==> src/rtl/axis_arb_pkg.sv <==
// Shared types and helpers for the packet arbiter: FSM state encoding,
// width helpers and the round-robin pick used to choose the next requester.
package axis_arb_pkg;

  typedef enum logic {
    IDLE = 1'b0,
    FWD  = 1'b1
  } arb_state_t;

  // Upper bound on requesters supported by rr_pick.
  localparam int MAX_REQ = 32;
  localparam int PICK_W  = 5;

  function automatic int id_width(input int n);
    return (n < 2) ? 1 : $clog2(n);
  endfunction

  function automatic int cnt_width(input int depth);
    return $clog2(depth) + 1;
  endfunction

  // First requester with valid set, searching from ptr+1 upwards with wrap at n.
  // Walking k downwards lets the smallest distance win by being assigned last.
  function automatic int unsigned rr_pick(input logic [MAX_REQ-1:0] valid,
                                          input int unsigned        ptr,
                                          input int unsigned        n);
    logic [PICK_W-1:0] idx;
    rr_pick = ptr;
    for (int k = MAX_REQ; k >= 1; k--) begin
      if (k <= n) begin
        idx = PICK_W'((ptr + k) % n);
        if (valid[idx]) rr_pick = 32'(idx);
      end
    end
  endfunction

endpackage

==> src/rtl/axis_id_fifo.sv <==
// In-order FIFO of requester IDs for packets currently inside the processor.
// Full/empty come from the registered count, so a pop frees a slot one cycle later.
module axis_id_fifo
  import axis_arb_pkg::*;
#(
  parameter int WIDTH = 1,
  parameter int DEPTH = 4
) (
  input  logic             clk,
  input  logic             arstn,
  input  logic             push,
  input  logic [WIDTH-1:0] push_data,
  input  logic             pop,
  output logic             full,
  output logic             empty,
  output logic [WIDTH-1:0] head
);

  localparam int AW = (DEPTH > 1) ? $clog2(DEPTH) : 1;
  localparam int CW = cnt_width(DEPTH);

  logic [WIDTH-1:0] mem [DEPTH];
  logic [AW-1:0]    wr_ptr_q;
  logic [AW-1:0]    rd_ptr_q;
  logic [CW-1:0]    count_q;
  logic             do_push;
  logic             do_pop;

  assign full    = (count_q == CW'(DEPTH));
  assign empty   = (count_q == '0);
  assign do_push = push & ~full;
  assign do_pop  = pop & ~empty;
  assign head    = mem[rd_ptr_q];

  always_ff @(posedge clk or negedge arstn) begin
    if (!arstn) begin
      wr_ptr_q <= '0;
      rd_ptr_q <= '0;
      count_q  <= '0;
    end else begin
      if (do_push) wr_ptr_q <= wr_ptr_q + AW'(1);
      if (do_pop)  rd_ptr_q <= rd_ptr_q + AW'(1);
      case ({do_push, do_pop})
        2'b10:   count_q <= count_q + CW'(1);
        2'b01:   count_q <= count_q - CW'(1);
        default: count_q <= count_q;
      endcase
    end
  end

  // Storage needs no reset: entries are only read when count says they are valid.
  always_ff @(posedge clk) begin
    if (do_push) mem[wr_ptr_q] <= push_data;
  end

endmodule

==> src/rtl/axis_packet_arbiter.sv <==
// Round-robin, packet-granular arbiter sharing one stream processor between
// N_REQ requesters; responses are routed back in order using an ID FIFO.
module axis_packet_arbiter
  import axis_arb_pkg::*;
#(
  parameter int N_REQ         = 2,
  parameter int DATA_WIDTH    = 32,
  parameter int ID_FIFO_DEPTH = 4
) (
  input  logic                            clk,
  input  logic                            arstn,
  input  logic [N_REQ-1:0]                s_tvalid,
  output logic [N_REQ-1:0]                s_tready,
  input  logic [N_REQ*DATA_WIDTH-1:0]     s_tdata,
  input  logic [N_REQ*DATA_WIDTH/8-1:0]   s_tkeep,
  input  logic [N_REQ-1:0]                s_tlast,
  output logic                            m_tvalid,
  input  logic                            m_tready,
  output logic [DATA_WIDTH-1:0]           m_tdata,
  output logic [DATA_WIDTH/8-1:0]         m_tkeep,
  output logic                            m_tlast,
  input  logic                            p_tvalid,
  output logic                            p_tready,
  input  logic [DATA_WIDTH-1:0]           p_tdata,
  input  logic [DATA_WIDTH/8-1:0]         p_tkeep,
  input  logic                            p_tlast,
  output logic [N_REQ-1:0]                r_tvalid,
  input  logic [N_REQ-1:0]                r_tready,
  output logic [N_REQ*DATA_WIDTH-1:0]     r_tdata,
  output logic [N_REQ*DATA_WIDTH/8-1:0]   r_tkeep,
  output logic [N_REQ-1:0]                r_tlast,
  output logic                            busy,
  output logic [id_width(N_REQ)-1:0]      grant_id,
  output arb_state_t                      state
);

  // All streams use AXI-Stream valid/ready: a beat moves on a cycle where both
  // valid and ready are high; valid never waits on ready, ready may wait on valid.

  localparam int IDW = id_width(N_REQ);
  localparam int KW  = DATA_WIDTH / 8;

  arb_state_t     state_q, state_d;
  logic [IDW-1:0] grant_q, grant_d;
  logic [IDW-1:0] rr_ptr_q, rr_ptr_d;
  logic           fifo_push;
  logic           fifo_pop;
  logic           fifo_full;
  logic           fifo_empty;
  logic [IDW-1:0] fifo_head;

  always_ff @(posedge clk or negedge arstn) begin
    if (!arstn) begin
      state_q  <= IDLE;
      grant_q  <= '0;
      rr_ptr_q <= IDW'(N_REQ - 1);
    end else begin
      state_q  <= state_d;
      grant_q  <= grant_d;
      rr_ptr_q <= rr_ptr_d;
    end
  end

  // Grant happens in IDLE without moving data; the granted lane is then
  // connected straight through to the processor until its tlast beat.
  always_comb begin
    state_d   = state_q;
    grant_d   = grant_q;
    rr_ptr_d  = rr_ptr_q;
    fifo_push = 1'b0;
    s_tready  = '0;
    m_tvalid  = 1'b0;
    m_tdata   = '0;
    m_tkeep   = '0;
    m_tlast   = 1'b0;
    case (state_q)
      IDLE: begin
        if ((|s_tvalid) && !fifo_full) begin
          grant_d   = IDW'(rr_pick(MAX_REQ'(s_tvalid), 32'(rr_ptr_q), N_REQ));
          fifo_push = 1'b1;
          state_d   = FWD;
        end
      end
      FWD: begin
        m_tvalid          = s_tvalid[grant_q];
        m_tdata           = s_tdata[grant_q*DATA_WIDTH +: DATA_WIDTH];
        m_tkeep           = s_tkeep[grant_q*KW +: KW];
        m_tlast           = s_tlast[grant_q];
        s_tready[grant_q] = m_tready;
        if (s_tvalid[grant_q] && m_tready && s_tlast[grant_q]) begin
          rr_ptr_d = grant_q;
          state_d  = IDLE;
        end
      end
      default: state_d = IDLE;
    endcase
  end

  axis_id_fifo #(
    .WIDTH (IDW),
    .DEPTH (ID_FIFO_DEPTH)
  ) u_id_fifo (
    .clk       (clk),
    .arstn     (arstn),
    .push      (fifo_push),
    .push_data (grant_d),
    .pop       (fifo_pop),
    .full      (fifo_full),
    .empty     (fifo_empty),
    .head      (fifo_head)
  );

  // Return path only steers valid/last/ready; data and keep go to every lane.
  always_comb begin
    r_tvalid = '0;
    r_tlast  = '0;
    p_tready = 1'b0;
    if (!fifo_empty) begin
      r_tvalid[fifo_head] = p_tvalid;
      r_tlast[fifo_head]  = p_tlast;
      p_tready            = r_tready[fifo_head];
    end
  end

  assign fifo_pop = p_tvalid & p_tready & p_tlast;
  assign r_tdata  = {N_REQ{p_tdata}};
  assign r_tkeep  = {N_REQ{p_tkeep}};

  assign busy     = (state_q == FWD) || !fifo_empty;
  assign grant_id = grant_q;
  assign state    = state_q;

endmodule
==> config.mk <==
export PLATFORM = sky130hd
export DESIGN_NAME = axis_packet_arbiter
export DESIGN_NICKNAME = d
export VERILOG_FILES = /design/src/rtl/axis_arb_pkg.sv /design/src/rtl/axis_id_fifo.sv /design/src/rtl/axis_packet_arbiter.sv
export SDC_FILE = /design/constraint.sdc
export NUM_CORES = 1
export LEC_CHECK = 0
export CAP_MARGIN = 10
export CORE_AREA = 2 2 94 96
export CTS_BUF_LIST = sky130_fd_sc_hd__clkbuf_2
export CTS_CLUSTER_DIAMETER = 80
export DETAILED_ROUTE_END_ITERATION = 6
export DIE_AREA = 0 0 96 98
export PLACE_DENSITY = 0.71
export SLEW_MARGIN = 20
export SYNTH_ARGS = -nofsm -noshare
export SYNTH_HDL_FRONTEND = slang
export SYNTH_HIERARCHICAL = 1
export SYNTH_SLANG_ARGS = --single-unit
==> constraint.sdc <==
create_clock -name clk -period 7.15 [get_ports clk]
set_input_delay 0.715 -clock clk [delete_from_list [all_inputs] [get_ports clk]]
set_output_delay 0.715 -clock clk [all_outputs]
set_load 0.03 [all_outputs]
### Yosys cells after proc, flatten, opt, wreduce, memory -nomap -nowiden

Memory sizes are Yosys's and may differ from the RTL's.
Index checks and enable logic that the tools add are counted.

| operators by class | value |
|---|---|
| add/subtract/negate cells | 6 |
| mux-type cells | 33 |
| $lt $le $gt $ge | 6 |
| equal/unequal tests | 3 |
| shift operators | 2 |
| reductions and logical operators | 12 |
| bitwise logic cells | 10 |

Operator list:

| operator | count |
|---|---|
| 64-bit by 7-bit indexed part select with 32-bit output | 1 |
| 32-bit 2-to-1 mux | 1 |
| 1-bit 2-to-1 mux | 24 |
| 1-bit by 6-bit < comparator with 1-bit output, second input constant | 2 |
| 8-bit by 4-bit indexed part select with 4-bit output | 1 |
| 2-bit AND | 3 |
| 2-bit 2-to-1 mux | 3 |
| 3-bit case mux with 2 select lines | 1 |
| 1-bit logical AND | 5 |
| 2-bit by 1-bit adder with 2-bit output, second input constant | 2 |
| 1-bit AND | 4 |
| 1-bit by 2-bit < comparator with 1-bit output, second input constant | 2 |
| 4-bit 2-to-1 mux | 1 |
| 3-bit by 1-bit adder with 3-bit output, second input constant | 1 |
| 3-bit equality test, second input constant | 1 |
| 3-bit logical NOT | 1 |
| 1-bit inverter | 3 |
| 3-bit by 1-bit subtractor with 3-bit output, second input constant | 1 |
| 1-bit adder, second input constant | 2 |
| 1-bit demux with 1-bit select | 2 |
| 2-bit by 1-bit equality test with 1-bit output, second input constant | 1 |
| 2-bit equality test, second input constant | 1 |
| 1-bit greater-or-equal comparator, second input constant | 2 |
| 1-bit logical NOT | 2 |
| other kinds (5) | 5 |

| storage, ports and cells | value |
|---|---|
| flip-flop bits (word level) | 10 |
| output and inout bits | 120 |
| bits in writable memories | 4 |
| logic and storage cells | 79 |
| input port bits | 119 |
| memories kept | 1 |

Memories:

| name | depth | bits a word | read ports | clocked after memory_dff | wr ports | line | text |
|---|---|---|---|---|---|---|---|
| u_id_fifo.mem | 4 | 1 | 1 | 0 | 1 | axis_id_fifo.sv:22 | `logic [WIDTH-1:0] mem [DEPTH];` |

### Logic depth before layout (Yosys ltp)

Gate-level depths: netlist of run 1.
An unclocked memory read counts as a cell.

| logic depth | value |
|---|---|
| word-level depth | 9 |
| gate-level depth with buffers | 11 |

### By module

The synthesis of run 1 kept the hierarchy.

Modules (own cells, without submodules):

| module | instances | area an instance (um^2) | cells each |
|---|---|---|---|
| axis_packet_arbiter | 1 | 1455.1 | 183 |
| axis_id_fifo | 1 | 581.8 | 43 |

### Worst setup path after synthesis of run 1

Ideal clock, no wire load.

| timing path | value |
|---|---|
| path type | register -> register |
| start point | reg u_id_fifo.rd_ptr_q[0] |
| end point | reg u_id_fifo.count_q[2] |
| library setup time | 79 ps |
| path buffers | 0 |
| arrival time | 2843 ps |
| required time | 7071 ps |
| period minus slack after synthesis | 2922 ps |
| path slack | 4228 ps |
| stages on the path, launching flop included | 12 |
| path through | dfrtp_1 -> mux4_2 -> mux2i_1 -> nor2_1 -> and3_1 -> o31a_2 -> ha_1 -> inv_1 -> fa_1 -> xor2_1 -> nor2_1 -> xor2_1 |

| between the ends | value |
|---|---|
| cells in the longest elaborated chain, start to end | 9 |

RTL lines:

| item | line | text |
|---|---|---|
| start: declaration | axis_id_fifo.sv:24 | `logic [AW-1:0] rd_ptr_q;` |
| start signal: assignment | axis_id_fifo.sv:42 | `if (do_pop) rd_ptr_q <= rd_ptr_q + AW'(1);` |
| memory 4 x 1 bit (*) | n/a |  |
| net fifo_head | axis_packet_arbiter.sv:50 | `logic [IDW-1:0] fifo_head;` |
| 1-bit 2-to-1 mux (implied by the code) (*) (2 in a row) | axis_packet_arbiter.sv:121 | `p_tready = r_tready[fifo_head];` |
| 1-bit 2-to-1 mux (*) | axis_packet_arbiter.sv:118 | `if (!fifo_empty) begin` |
| net p_tready | axis_packet_arbiter.sv:23 | `output logic p_tready,` |
| 1-bit AND (*) (2 in a row) | axis_packet_arbiter.sv:125 | `assign fifo_pop = p_tvalid & p_tready & p_tlast;` |
| net fifo_pop | axis_packet_arbiter.sv:47 | `logic fifo_pop;` |
| 1-bit AND (*) | axis_id_fifo.sv:32 | `assign do_pop = pop & ~empty;` |
| net u_id_fifo.do_pop | axis_id_fifo.sv:27 | `logic do_pop;` |
| 2-bit by 1-bit equality test with 1-bit output / 2-bit equality test (equally long branches) | axis_id_fifo.sv:43 | `case ({do_push, do_pop})` |
| 3-bit case mux with 2 select lines / 2-bit nonzero test (equally long branches) | n/a |  |
| end signal: assignment | axis_id_fifo.sv:44 | `2'b10: count_q <= count_q + CW'(1);` |
| end signal: assignment | axis_id_fifo.sv:45 | `2'b01: count_q <= count_q - CW'(1);` |
| end signal: assignment | axis_id_fifo.sv:46 | `default: count_q <= count_q;` |
| end: declaration | axis_id_fifo.sv:25 | `logic [CW-1:0] count_q;` |

The timed path passes the listed nets; every way through them passes the cells marked *. The select of a mux whose other input is x is not followed.
A chain may end at the register's enable or synchronous reset.

### Worst setup path after layout of run 1

| timing path | value |
|---|---|
| start point | reg grant_q (netlist: grant_id) |
| end point | out m_tdata[13] |

| between the ends | value |
|---|---|
| cells in the longest elaborated chain, start to end | 2 |

RTL lines:

| item | line | text |
|---|---|---|
| start: declaration | axis_packet_arbiter.sv:44 | `logic [IDW-1:0] grant_q, grant_d;` |
| start signal: assignment | axis_packet_arbiter.sv:59 | `grant_q <= grant_d;` |
| 64-bit by 7-bit indexed part select with 32-bit output | axis_packet_arbiter.sv:86 | `m_tdata = s_tdata[grant_q*DATA_WIDTH +: DATA_WIDTH];` |
| 32-bit 2-to-1 mux | axis_packet_arbiter.sv:76 | `case (state_q)` |
| end: declaration | axis_packet_arbiter.sv:19 | `output logic [DATA_WIDTH-1:0] m_tdata,` |

No other way between the ends.

==> key figures, run 1 <==
STA
  • Final TNS setup: 0 ns
  • Fin worst setup slack: between 4 and 5 ns
  • Clock period minus final worst setup slack: 3.138 ns
  • Count of endpoints failing hold in the final timing report: 0
  • Final max-slew violation count: 0
  • Transition time at the pin with the least slew margin: 0.6082 ns
  • Achievable frequency: between 300 and 400 MHz
  • Final setup violation count: 0
  • WHS: between 0.4 and 0.5 ns
  • Relative slew margins: about three fifths
  • Share of the cycle needed by the critical path after routing: 43.89%
  • Clk_skew: approximately 0.0014 ns
  • RSZ-0062 raised after global routing: no

Yosys
  • Synthesis-stage register bit count: 14
  • Synth Instances: between 200 and 250
  • Share of synthesized area occupied by flip-flops and latches: between 10% and 20%
  • Largest cells by area after synthesis: sky130_fd_sc_hd__buf_4 27%, sky130_fd_sc_hd__mux2i_1 19%, sky130_fd_sc_hd__nor2b_1 12%, sky130_fd_sc_hd__dfrtp_1 11%, sky130_fd_sc_hd__edfxtp_1 5.9%
  • Number of nets in the synthesized netlist: around 350
  • Netlist Area Pre-Place: around 2000 µm²
  • Post-Synthesis Mean Instance Area: about 9 µm²
  • Count of different cell masters after synthesis: 37
  • Top-area cell type share of the netlist area: between 20% and 30%
  • Area leader, netlist: sky130_fd_sc_hd__buf_4
  • Synth warn: 6

Die
  • Floorplan row count: 34
  • Starting density of the core: roughly 24%
  • Die outline area: around 9400 µm²
  • Area of the placeable core: ~8500 µm²
  • Chip Height: ~98 µm
  • Number of primary I/O pins: about 240
  • Die Width: between 90 and 100 µm

Clocking
  • Number of H-tree branching levels: 1
  • Count of clock tree sinks: 14
  • Maximum number of buffers from clock root to sink: 2
  • Total of hold buffers inserted after clock tree synthesis: 0
  • Clk Tree Root Cell: sky130_fd_sc_hd__clkbuf_2
  • Clock-pin transition on the worst setup and hold timing paths: 0.13 ns
  • Number of buffers created by CTS: 3
  • Clk Latency, worst-skew pair: 0.26 ns
  • CTS-repair resized insts: 0
  • Clock tree from TritonCTS: yes
  • Post-CTS Setup Inserts: 0

Setup path
  • CP Launch Point: grant_id
  • R2r setup slk: roughly 4.5 ns
  • Kind of start point of the critical path: flip-flop
  • Reg-to-reg critical path startpoint: u_id_fifo/rd_ptr_q[0]
  • Setup CP Type: flip-flop to primary output
  • Required arrival time at the worst endpoint: 6.43 ns
  • Data arrival time of the critical path: between 2 and 2.5 ns
  • Crit end category: primary output
  • Max Fanout on Critical Path: 26

Global route
  • Grt met2 use: 16.88%
  • Initial antenna violation count: 0
  • First-pass GRT wire length: between 6000 and 7000 µm
  • Via count of the first global-routing pass: roughly 1600
  • Maximum number of pins on one net before global-route repair: 45
  • Busiest grt layer: met2
  • GR Util met1: under 10%
  • Overall Global Routing Usage: under 10%
  • Overall overflow remaining after global route: 0
  • Global-route met3 utilization: approximately 2.5%

Min path
  • Hold_sp: rr_ptr_q
  • Class of the worst hold path: flip-flop to flip-flop

Power and ir drop
  • Sequential fraction of design power: 18.6%
  • Power Dens Cells: 369.5 nW/µm²
  • Static Leakage: about 0.0012 µW
  • Psw: about 530 µW
  • Maximum VDD drop: about 0.00016 V
  • Part of the total power dissipated in combinational logic: 78.1%
  • Pint: around 540 µW
  • Part of the total power dissipated in the clock network: around 3.3%
  • Sw frac: 49.26%

Route
  • Total wirelength of the detailed-routed design: between 4000 and 5000 µm
  • Count of vias placed by the detailed router: 1582
  • Drt initial violations: 21
  • Antenna Nets Post-Route: 0
  • Routed len/inst: between 10 and 15 µm
  • Number of detailed-route iterations in the first pass: 4
  • Remaining design rule violation count: 0
  • DR vias/cell: ~4.1

Placement
  • RD Place Congestion: approximately 0.73
  • Worst setup timing slack at the placement stage: approximately 4.2 ns
  • Post-DP HPWL: between 3000 and 4000 µm
  • Port buffer count: 130

Final layout
  • Most common cell after layout, fill and taps aside: sky130_fd_sc_hd__clkdlybuf4s50_1
  • Leading cell types in the layout, fill and taps excluded: 130 x sky130_fd_sc_hd__clkdlybuf4s50_1, 39 x sky130_fd_sc_hd__mux2i_1, 38 x sky130_fd_sc_hd__nor2b_1, 7 x sky130_fd_sc_hd__dfrtp_1, 6 x sky130_fd_sc_hd__inv_1
  • Syn-to-layout area delta: 41.71%
  • Share of cells above drive strength 1: under 10%
  • Number of nets in the finished design: 406
  • Diode count: 0
  • Final core utilization: between 30 and 40%
  • FILL cells: between 800 and 900

Flow run
  • Number of violations of the max-capacitance limit: 0

Outcome
  • Status: complete, no violations
-- stage by stage --
stage                     area, µm²  instances  power, µW
after global routing           2887        388       1147
final                          2887        388       1067
after floorplan                2037        226      819.9
after CTS                      2887        388       1088
after global placement         2867        384       1037
after detailed placement       2868        384       1048
-- Yosys cell counts --
cell and instances:
sky130_fd_sc_hd__clkbuf_1 4, sky130_fd_sc_hd__nor3_1 1, sky130_fd_sc_hd__and3b_1 2, sky130_fd_sc_hd__nor2b_4 1, sky130_fd_sc_hd__nand2_1 5, sky130_fd_sc_hd__o31a_2 1
sky130_fd_sc_hd__nand4b_1 1, sky130_fd_sc_hd__nand2b_1 2, sky130_fd_sc_hd__nand4_1 1, sky130_fd_sc_hd__xor2_1 3, sky130_fd_sc_hd__mux2_4 1, sky130_fd_sc_hd__buf_6 4
sky130_fd_sc_hd__edfxtp_1 4, sky130_fd_sc_hd__and2_2 2, sky130_fd_sc_hd__ha_1 5, sky130_fd_sc_hd__nor2_1 4, sky130_fd_sc_hd__buf_4 72, sky130_fd_sc_hd__dfstp_2 1
sky130_fd_sc_hd__and3_1 2, sky130_fd_sc_hd__nor3b_1 2, sky130_fd_sc_hd__o31ai_1 1, sky130_fd_sc_hd__o21a_1 1, sky130_fd_sc_hd__mux2i_1 39, sky130_fd_sc_hd__buf_8 1
sky130_fd_sc_hd__nor2b_1 38, sky130_fd_sc_hd__nor3b_4 1, sky130_fd_sc_hd__xnor2_1 3, sky130_fd_sc_hd__inv_1 6, sky130_fd_sc_hd__dfrtp_1 9, sky130_fd_sc_hd__o21ai_0 1
sky130_fd_sc_hd__nand3_1 1, sky130_fd_sc_hd__a21oi_1 1, sky130_fd_sc_hd__a31o_1 1, sky130_fd_sc_hd__fa_1 1, sky130_fd_sc_hd__mux4_2 1, sky130_fd_sc_hd__and2_1 2
sky130_fd_sc_hd__a31oi_1 1
-- final timing paths --
kind / cells after the start / end
max: 4 / m_tdata[13]
min: 2 / rr_ptr_q
max reg2reg: 11 / u_id_fifo/count_q[2]
min reg2reg: 2 / rr_ptr_q
max in group asynchronous: 1 / rr_ptr_q
min in group asynchronous: 1 / u_id_fifo/rd_ptr_q[1]
-- metal layers --
layer | wire, µm | up-vias
li1 | - | 776
met1 | 1652 | 711
met2 | 2446 | 81
met3 | 517 | 14
met4 | 51 | 0
met5 | 0 | -
-- worst max-delay path: stages (launching register included) --
cell and delay (ns):
sky130_fd_sc_hd__dfrtp_2 0.70, sky130_fd_sc_hd__buf_4 0.49, sky130_fd_sc_hd__mux2i_1 0.17, sky130_fd_sc_hd__nor2b_1 0.12, sky130_fd_sc_hd__clkdlybuf4s50_1 0.67
-- state kept, by name, summed over array words and instances (netlist names) --
name                cells
u_id_fifo/mem           4
u_id_fifo/count_q       3
u_id_fifo/rd_ptr_q      2
u_id_fifo/wr_ptr_q      2
grant_id                1
rr_ptr_q                1
state                   1
-- power by group through the flow --
stage               clock, µW  combinational, µW  sequential, µW
floorplan                   0                658             162
global placement            0                833             204
detailed placement          0                842             206
CTS                      38.0                845             204
global route             43.4                891             212
finish                   35.7                833             198
-- area by class of cell --
type	instances	area, µm²	share of cell area (%)
multi-input cells	125	1027	35.59
well taps	108	135.1	4.681
repair buffers	131	1309	45.34
flip-flops and latches	14	374.1	12.96
clock buffers	3	15.01	0.5202
clock inverters	1	3.754	0.1300
inverters	6	22.52	0.7802
-- cells by family (layout without fill, tap and decap cells) --
| family | after synthesis | after routing | synth area share [%] |
|---|---|---|---|
| adder cells (fa/ha/maj) | 6 | 6 | 4.054 |
| flip-flops | 14 | 14 | 18.24 |
| XOR/XNOR | 6 | 6 | 2.580 |
| multiplexers | 41 | 41 | 21.01 |
| AND/OR/NAND/NOR | 65 | 65 | 20.33 |
| AO/OA/AOI/OAI | 7 | 7 | 2.457 |
| buffers and inverters | 87 | 141 | 31.33 |
(Power assumes the default switching activity.)
==> run 2, diff against run 1 <==
- CORE_AREA: 2 2 94 96 -> 2 2 91 93
- DIE_AREA: 0 0 96 98 -> 0 0 93 95
- PLACE_DENSITY: 0.71 -> 0.76
- clock period: 7.15 -> 3.2 ns (I/O delays scaled with it)
==> run 2 against run 1 <==
Utilization grew 2.5 points. Flip-flop and latch count unchanged. Cell count decreased by 0.52%. Clock power grew 140%. Clock skew grew 0.0014 ns. Non-clock buffer count rose by 1. Die area decreased by 6.1%. Routed wire length increased by 4.0%. Global-route usage increased by 0.38 points. Setup slack got worse by 3.6 ns. Critical path depth rose by 7. Count of clock-buffer cells in the layout is 1 higher. Critical endpoint is now u_id_fifo/count_q[2]. Largest cell class unchanged.
==> key figures, run 2 (synthesis results as in run 1) <==
Power and ir drop
  • Maximum VDD drop: a little over 0.0003 V
  • Power Dens Cells: between 800 and 900 nW/µm²
  • Psw: between 1000 and 1500 µW
  • Part of the total power dissipated in combinational logic: between 70% and 80%
  • Total power: approximately 2400 µW
  • Sequential fraction of design power: between 10% and 20%
  • Sw frac: around half
  • Pint: roughly 1200 µW
  • Static Leakage: 0.001210 µW
  • Part of the total power dissipated in the clock network: under 10%

Global route
  • Overall Global Routing Usage: 9.437%
  • First-pass GRT wire length: ~6800 µm
  • Overall overflow remaining after global route: 0
  • Initial antenna violation count: 0
  • GR Util met1: 9.990%
  • Busiest grt layer: met2
  • Maximum number of pins on one net before global-route repair: 27
  • Grt met2 use: 17.57%
  • Global-route met3 utilization: between 2 and 3%
  • Via count of the first global-routing pass: ~1500

STA
  • Relative slew margins: 60.65%
  • Transition time at the pin with the least slew margin: roughly 0.6 ns
  • Final TNS setup: 0 ns
  • Final setup violation count: 0
  • RSZ-0062 raised after global routing: no
  • Share of the cycle needed by the critical path after routing: a little under nine tenths
  • Final max-slew violation count: 0
  • Count of endpoints failing hold in the final timing report: 0
  • Clock period minus final worst setup slack: roughly 2.7 ns
  • Achievable frequency: between 300 and 400 MHz
  • WHS: approximately 0.35 ns
  • Clk_skew: approximately 0.0028 ns

Setup path
  • Kind of start point of the critical path: flip-flop
  • Data arrival time of the critical path: 2.94 ns
  • Required arrival time at the worst endpoint: 3.40 ns
  • Crit end category: flip-flop
  • Max Fanout on Critical Path: 5
  • Setup CP Type: flip-flop to flip-flop

Die
  • Chip Height: between 90 and 100 µm
  • Area of the placeable core: a little under 8000 µm²
  • Floorplan row count: 33
  • Die outline area: roughly 9000 µm²
  • Die Width: 93 µm
  • Starting density of the core: between 20% and 30%
  • Number of primary I/O pins: around 240

Final layout
  • Multi-input gate area: between 1000 and 1500 µm²
  • Diode count: 0
  • Number of nets in the finished design: 407
  • Top Registers: u_id_fifo/mem (4), u_id_fifo/count_q (3)
  • Largest register by flop count: u_id_fifo/mem
  • Leading cell types in the layout, fill and taps excluded: 130 x sky130_fd_sc_hd__clkdlybuf4s50_1, 39 x sky130_fd_sc_hd__mux2i_1, 38 x sky130_fd_sc_hd__nor2b_1, 8 x sky130_fd_sc_hd__dfrtp_1, 6 x sky130_fd_sc_hd__inv_1
  • Max FFs per register: 4
  • Register Area: around 370 µm²
  • Share of cells above drive strength 1: under 10%
  • Most common cell after layout, fill and taps aside: sky130_fd_sc_hd__clkdlybuf4s50_1
  • Syn-to-layout area delta: 42.51%
  • Post-layout instance count excluding filler cells: about 390
  • FILL cells: approximately 820

Clocking
  • Number of buffers created by CTS: 3
  • Total of hold buffers inserted after clock tree synthesis: 0
  • Clk Tree Root Cell: sky130_fd_sc_hd__clkbuf_2
  • Post-CTS Setup Inserts: 0
  • Count of clock tree sinks: 14
  • Maximum number of buffers from clock root to sink: 2
  • Number of H-tree branching levels: 1
  • Clk Latency, worst-skew pair: between 0.2 and 0.3 ns
  • Clock tree from TritonCTS: yes
  • CTS-repair resized insts: 0
  • Clock-pin transition on the worst setup and hold timing paths: roughly 0.13 ns

Route
  • Count of vias placed by the detailed router: around 1600
  • DR vias/cell: roughly 4.2
  • Remaining design rule violation count: 0
  • Antenna Nets Post-Route: 0
  • Total wirelength of the detailed-routed design: 4855 µm
  • Number of detailed-route iterations in the first pass: 4
  • Drt initial violations: 21
  • Routed len/inst: roughly 13 µm

Placement
  • Post-DP HPWL: about 4000 µm
  • Port buffer count: 130
  • Total placed cells including tap cells: 382
  • RD Place Congestion: between 0.7 and 0.8

Min path
  • Class of the worst hold path: input port to async pin

Outcome
  • Status: complete, no violations

Flow run
  • Number of violations of the max-capacitance limit: 0
==> run 2: cell count changes in the layout (fill, tap and decap cells not counted) <==
cell | previous run | this run
sky130_fd_sc_hd__clkbuf_2 | 3 | 4
sky130_fd_sc_hd__dfrtp_2 | 2 | 1
sky130_fd_sc_hd__dfrtp_1 | 7 | 8
sky130_fd_sc_hd__clkinv_1 | 1 | 0
sky130_fd_sc_hd__buf_12 | 0 | 1
==> run 2: power groups by stage <==
stage	registers, µW	clock network, µW	logic (µW)
3_5_place_dp	435	0	1940
3_3_place_gp	429	0	1920
4_1_cts	430	93.3	1950
5_1_grt	445	103	2050
2_1_floorplan	363	0	1470
6_report	424	87.3	1920
==> run 2: metal layers <==
metal  wire [µm]  up-vias  part of all wire (%)
li1            -      781                     -
met3         551       16                    11
met2        2519       95                    52
met4          90        0                   1.9
met1        1694      726                    35
met5           0        -                     0
==> run 2: final cells by class <==
type,count,share of cell area [%]
Inverter,6,0.7759
Timing Repair Buffer,132,45.78
Multi-Input combinational cell,125,35.39
Tap cell,105,4.526
Sequential cell,14,12.84
Clock buffer,4,0.6897
==> run 2: final timing paths <==
check                           cells past startpoint                  start               endpoint  slack, ns
worst min register to register                      2               rr_ptr_q               rr_ptr_q       0.49
worst max register to register                     11  u_id_fifo/rd_ptr_q[0]   u_id_fifo/count_q[2]       0.45
worst max-delay path                               11  u_id_fifo/rd_ptr_q[0]   u_id_fifo/count_q[2]       0.45
min in group clk                                    2               rr_ptr_q               rr_ptr_q       0.49
worst min-delay path                                1                  arstn  u_id_fifo/rd_ptr_q[1]       0.35
max in group asynchronous                           1                  arstn               rr_ptr_q       2.51
==> run 2: critical path, stage by stage, from the launching register on <==
cell	delay, ns
sky130_fd_sc_hd__dfrtp_1	0.42
sky130_fd_sc_hd__mux4_2	0.58
sky130_fd_sc_hd__mux2i_1	0.15
sky130_fd_sc_hd__nor2_1	0.12
sky130_fd_sc_hd__and3_1	0.17
sky130_fd_sc_hd__o31a_2	0.17
sky130_fd_sc_hd__ha_1	0.18
sky130_fd_sc_hd__inv_1	0.06
sky130_fd_sc_hd__fa_1	0.37
sky130_fd_sc_hd__xor2_1	0.15
sky130_fd_sc_hd__nor2_1	0.14
sky130_fd_sc_hd__xor2_1	0.17
==> run 2: metrics by stage <==
stage               setup slack [ns]  instance area (µm²)  util (%)
floorplan                     0.2778                 2037         -
global placement              0.6106                 2883     36.36
detailed placement            0.4981                 2883     36.36
CTS                           0.4744                 2903     36.62
global route                  0.3120                 2903     36.62
finish                        0.4534                 2903     36.62
==> run 3, diff against run 2 <==
- GPL_ROUTABILITY_DRIVEN: unset -> 0
- RECOVER_POWER: unset -> 50
==> run 3 against run 2 <==
Fmax unchanged. Register-to-register slack about the same. Count of clock-buffer cells in the layout unchanged. Via count unchanged. Critical path type unchanged. Clock skew unchanged. Sequential power about the same. Clock power about the same. Routed wire length unchanged. Hold slack better by 0.070 ns.
==> key figures, run 3 (synthesis results as in run 1) <==
Placement
  • Worst setup timing slack at the placement stage: between 0.4 and 0.5 ns
  • Total placed cells including tap cells: around 380
  • Port buffer count: 130
  • Post-DP HPWL: between 4000 and 5000 µm

Die
  • Floorplan row count: 33
  • Die outline area: 8835 µm²
  • Chip Height: between 90 and 100 µm
  • Number of primary I/O pins: about 240
  • Starting density of the core: about a quarter
  • Area of the placeable core: ~8000 µm²
  • Die Width: slightly above 90 µm

Final layout
  • Final core utilization: approximately 37%
  • Share of cells above drive strength 1: between 5 and 6%
  • Most common cell after layout, fill and taps aside: sky130_fd_sc_hd__clkdlybuf4s50_1
  • Leading cell types in the layout, fill and taps excluded: 129 x sky130_fd_sc_hd__clkdlybuf4s50_1, 39 x sky130_fd_sc_hd__mux2i_1, 38 x sky130_fd_sc_hd__nor2b_1, 8 x sky130_fd_sc_hd__dfrtp_1, 6 x sky130_fd_sc_hd__inv_1
  • Max FFs per register: 4
  • Largest register by flop count: u_id_fifo/mem
  • Top Registers: u_id_fifo/mem (4), u_id_fifo/count_q (3)
  • Syn-to-layout area delta: 42.51%
  • Number of nets in the finished design: 407
  • Post-layout instance count excluding filler cells: 386
  • Diode count: 0

STA
  • Share of the cycle needed by the critical path after routing: a little under nine tenths
  • Relative slew margins: slightly above 60%
  • Final setup violation count: 0
  • Clock period minus final worst setup slack: 2.747 ns
  • Final max-slew violation count: 0
  • RSZ-0062 raised after global routing: no
  • Fin worst setup slack: 0.4534 ns
  • Count of endpoints failing hold in the final timing report: 0
  • Transition time at the pin with the least slew margin: 0.5903 ns
  • Achievable frequency: 364.1 MHz
  • Clk_skew: 0.002805 ns
  • Final TNS setup: 0 ns

Global route
  • Overall Global Routing Usage: 9.437%
  • Via count of the first global-routing pass: 1481
  • First-pass GRT wire length: ~6800 µm
  • Maximum number of pins on one net before global-route repair: 27
  • Initial antenna violation count: 0
  • Overall overflow remaining after global route: 0

Setup path
  • Kind of start point of the critical path: flip-flop
  • Required arrival time at the worst endpoint: ~3.4 ns
  • Setup CP Type: flip-flop to flip-flop
  • Data arrival time of the critical path: 2.94 ns
  • Max Fanout on Critical Path: 5
  • Crit end category: flip-flop

Power and ir drop
  • Power Dens Cells: around 840 nW/µm²
  • Static Leakage: 0.001211 µW
  • Maximum VDD drop: 0.0003103 V
  • Total power: 2431 µW

Route
  • DR vias/cell: approximately 4.2
  • Routed len/inst: approximately 13 µm
  • Count of vias placed by the detailed router: 1618
  • Remaining design rule violation count: 0
  • Antenna Nets Post-Route: 0
  • Drt initial violations: 21
  • Number of detailed-route iterations in the first pass: 4
  • Total wirelength of the detailed-routed design: approximately 4900 µm

Clocking
  • CTS-repair resized insts: 0
  • Total of hold buffers inserted after clock tree synthesis: 0
  • Number of buffers created by CTS: 3
  • Count of clock tree sinks: 14
  • Clk Latency, worst-skew pair: about 0.27 ns
  • Clock-pin transition on the worst setup and hold timing paths: 0.13 ns
  • Clk Tree Root Cell: sky130_fd_sc_hd__clkbuf_2
  • Maximum number of buffers from clock root to sink: 2
  • Number of H-tree branching levels: 1
  • Clock tree from TritonCTS: yes
  • Post-CTS Setup Inserts: 0

Min path
  • Class of the worst hold path: input port to async pin

Flow run
  • Number of violations of the max-capacitance limit: 0

Outcome
  • Status: complete, no violations
-- run 3: cell types whose count changed in the layout (fill, tap and decap cells not counted) --
| cell | previous run | this run |
|---|---|---|
| sky130_fd_sc_hd__dlygate4sd3_1 | 0 | 1 |
| sky130_fd_sc_hd__clkdlybuf4s50_1 | 130 | 129 |
-- run 3: report_power, final --
group / total (µW) / switching [µW] / internal, µW
clock: 87.3 / 54.1 / 33.2
combinational: 1920 / 988 / 932
sequential: 424 / 151 / 273
-- run 3: final timing paths --
kind / endpoint / depth (start not counted) / slack (ns) / start
worst max register to register: u_id_fifo/count_q[2] / 11 / 0.45 / u_id_fifo/rd_ptr_q[0]
worst min register to register: rr_ptr_q / 2 / 0.49 / rr_ptr_q
max in group asynchronous: rr_ptr_q / 1 / 2.44 / arstn
worst max-delay path: u_id_fifo/count_q[2] / 11 / 0.45 / u_id_fifo/rd_ptr_q[0]
min in group clk: rr_ptr_q / 2 / 0.49 / rr_ptr_q
worst min-delay path: u_id_fifo/rd_ptr_q[1] / 1 / 0.42 / arstn
-- run 3: stage by stage --
step	hold slack [ns]	area (µm²)
after floorplan	0.02441	2037
after global placement	0.4642	2883
after detailed placement	0.4729	2883
after CTS	0.3507	2903
after global routing	0.4214	2903
final	0.4182	2903
-- run 3: layout make-up --
| type | instances | area (µm²) |
|---|---|---|
| clock buffers | 4 | 20.02 |
| flip-flops and latches | 14 | 372.9 |
| repair buffers | 132 | 1329 |
| well taps | 105 | 131.4 |
| fillers | 818 | 5025 |
| multi-input cells | 125 | 1027 |
| inverters | 6 | 22.52 |
-- run 3: critical path, cell delays in order (launching register included) --
cell,delay [ns]
sky130_fd_sc_hd__dfrtp_1,0.42
sky130_fd_sc_hd__mux4_2,0.58
sky130_fd_sc_hd__mux2i_1,0.15
sky130_fd_sc_hd__nor2_1,0.12
sky130_fd_sc_hd__and3_1,0.17
sky130_fd_sc_hd__o31a_2,0.17
sky130_fd_sc_hd__ha_1,0.18
sky130_fd_sc_hd__inv_1,0.06
sky130_fd_sc_hd__fa_1,0.37
sky130_fd_sc_hd__xor2_1,0.15
sky130_fd_sc_hd__nor2_1,0.14
sky130_fd_sc_hd__xor2_1,0.17
-- run 3: routing by layer --
| layer | vias to the layer above | part of all wire (%) | wire (µm) | GRT usage (%) |
|---|---|---|---|---|
| li1 | 781 | - | - | - |
| met1 | 726 | 35 | 1694 | 9.990 |
| met2 | 95 | 52 | 2519 | 17.57 |
| met3 | 16 | 11 | 551 | 2.713 |
| met4 | 0 | 1.9 | 90 | 3.799 |
| met5 | - | 0 | 0 | 0 |
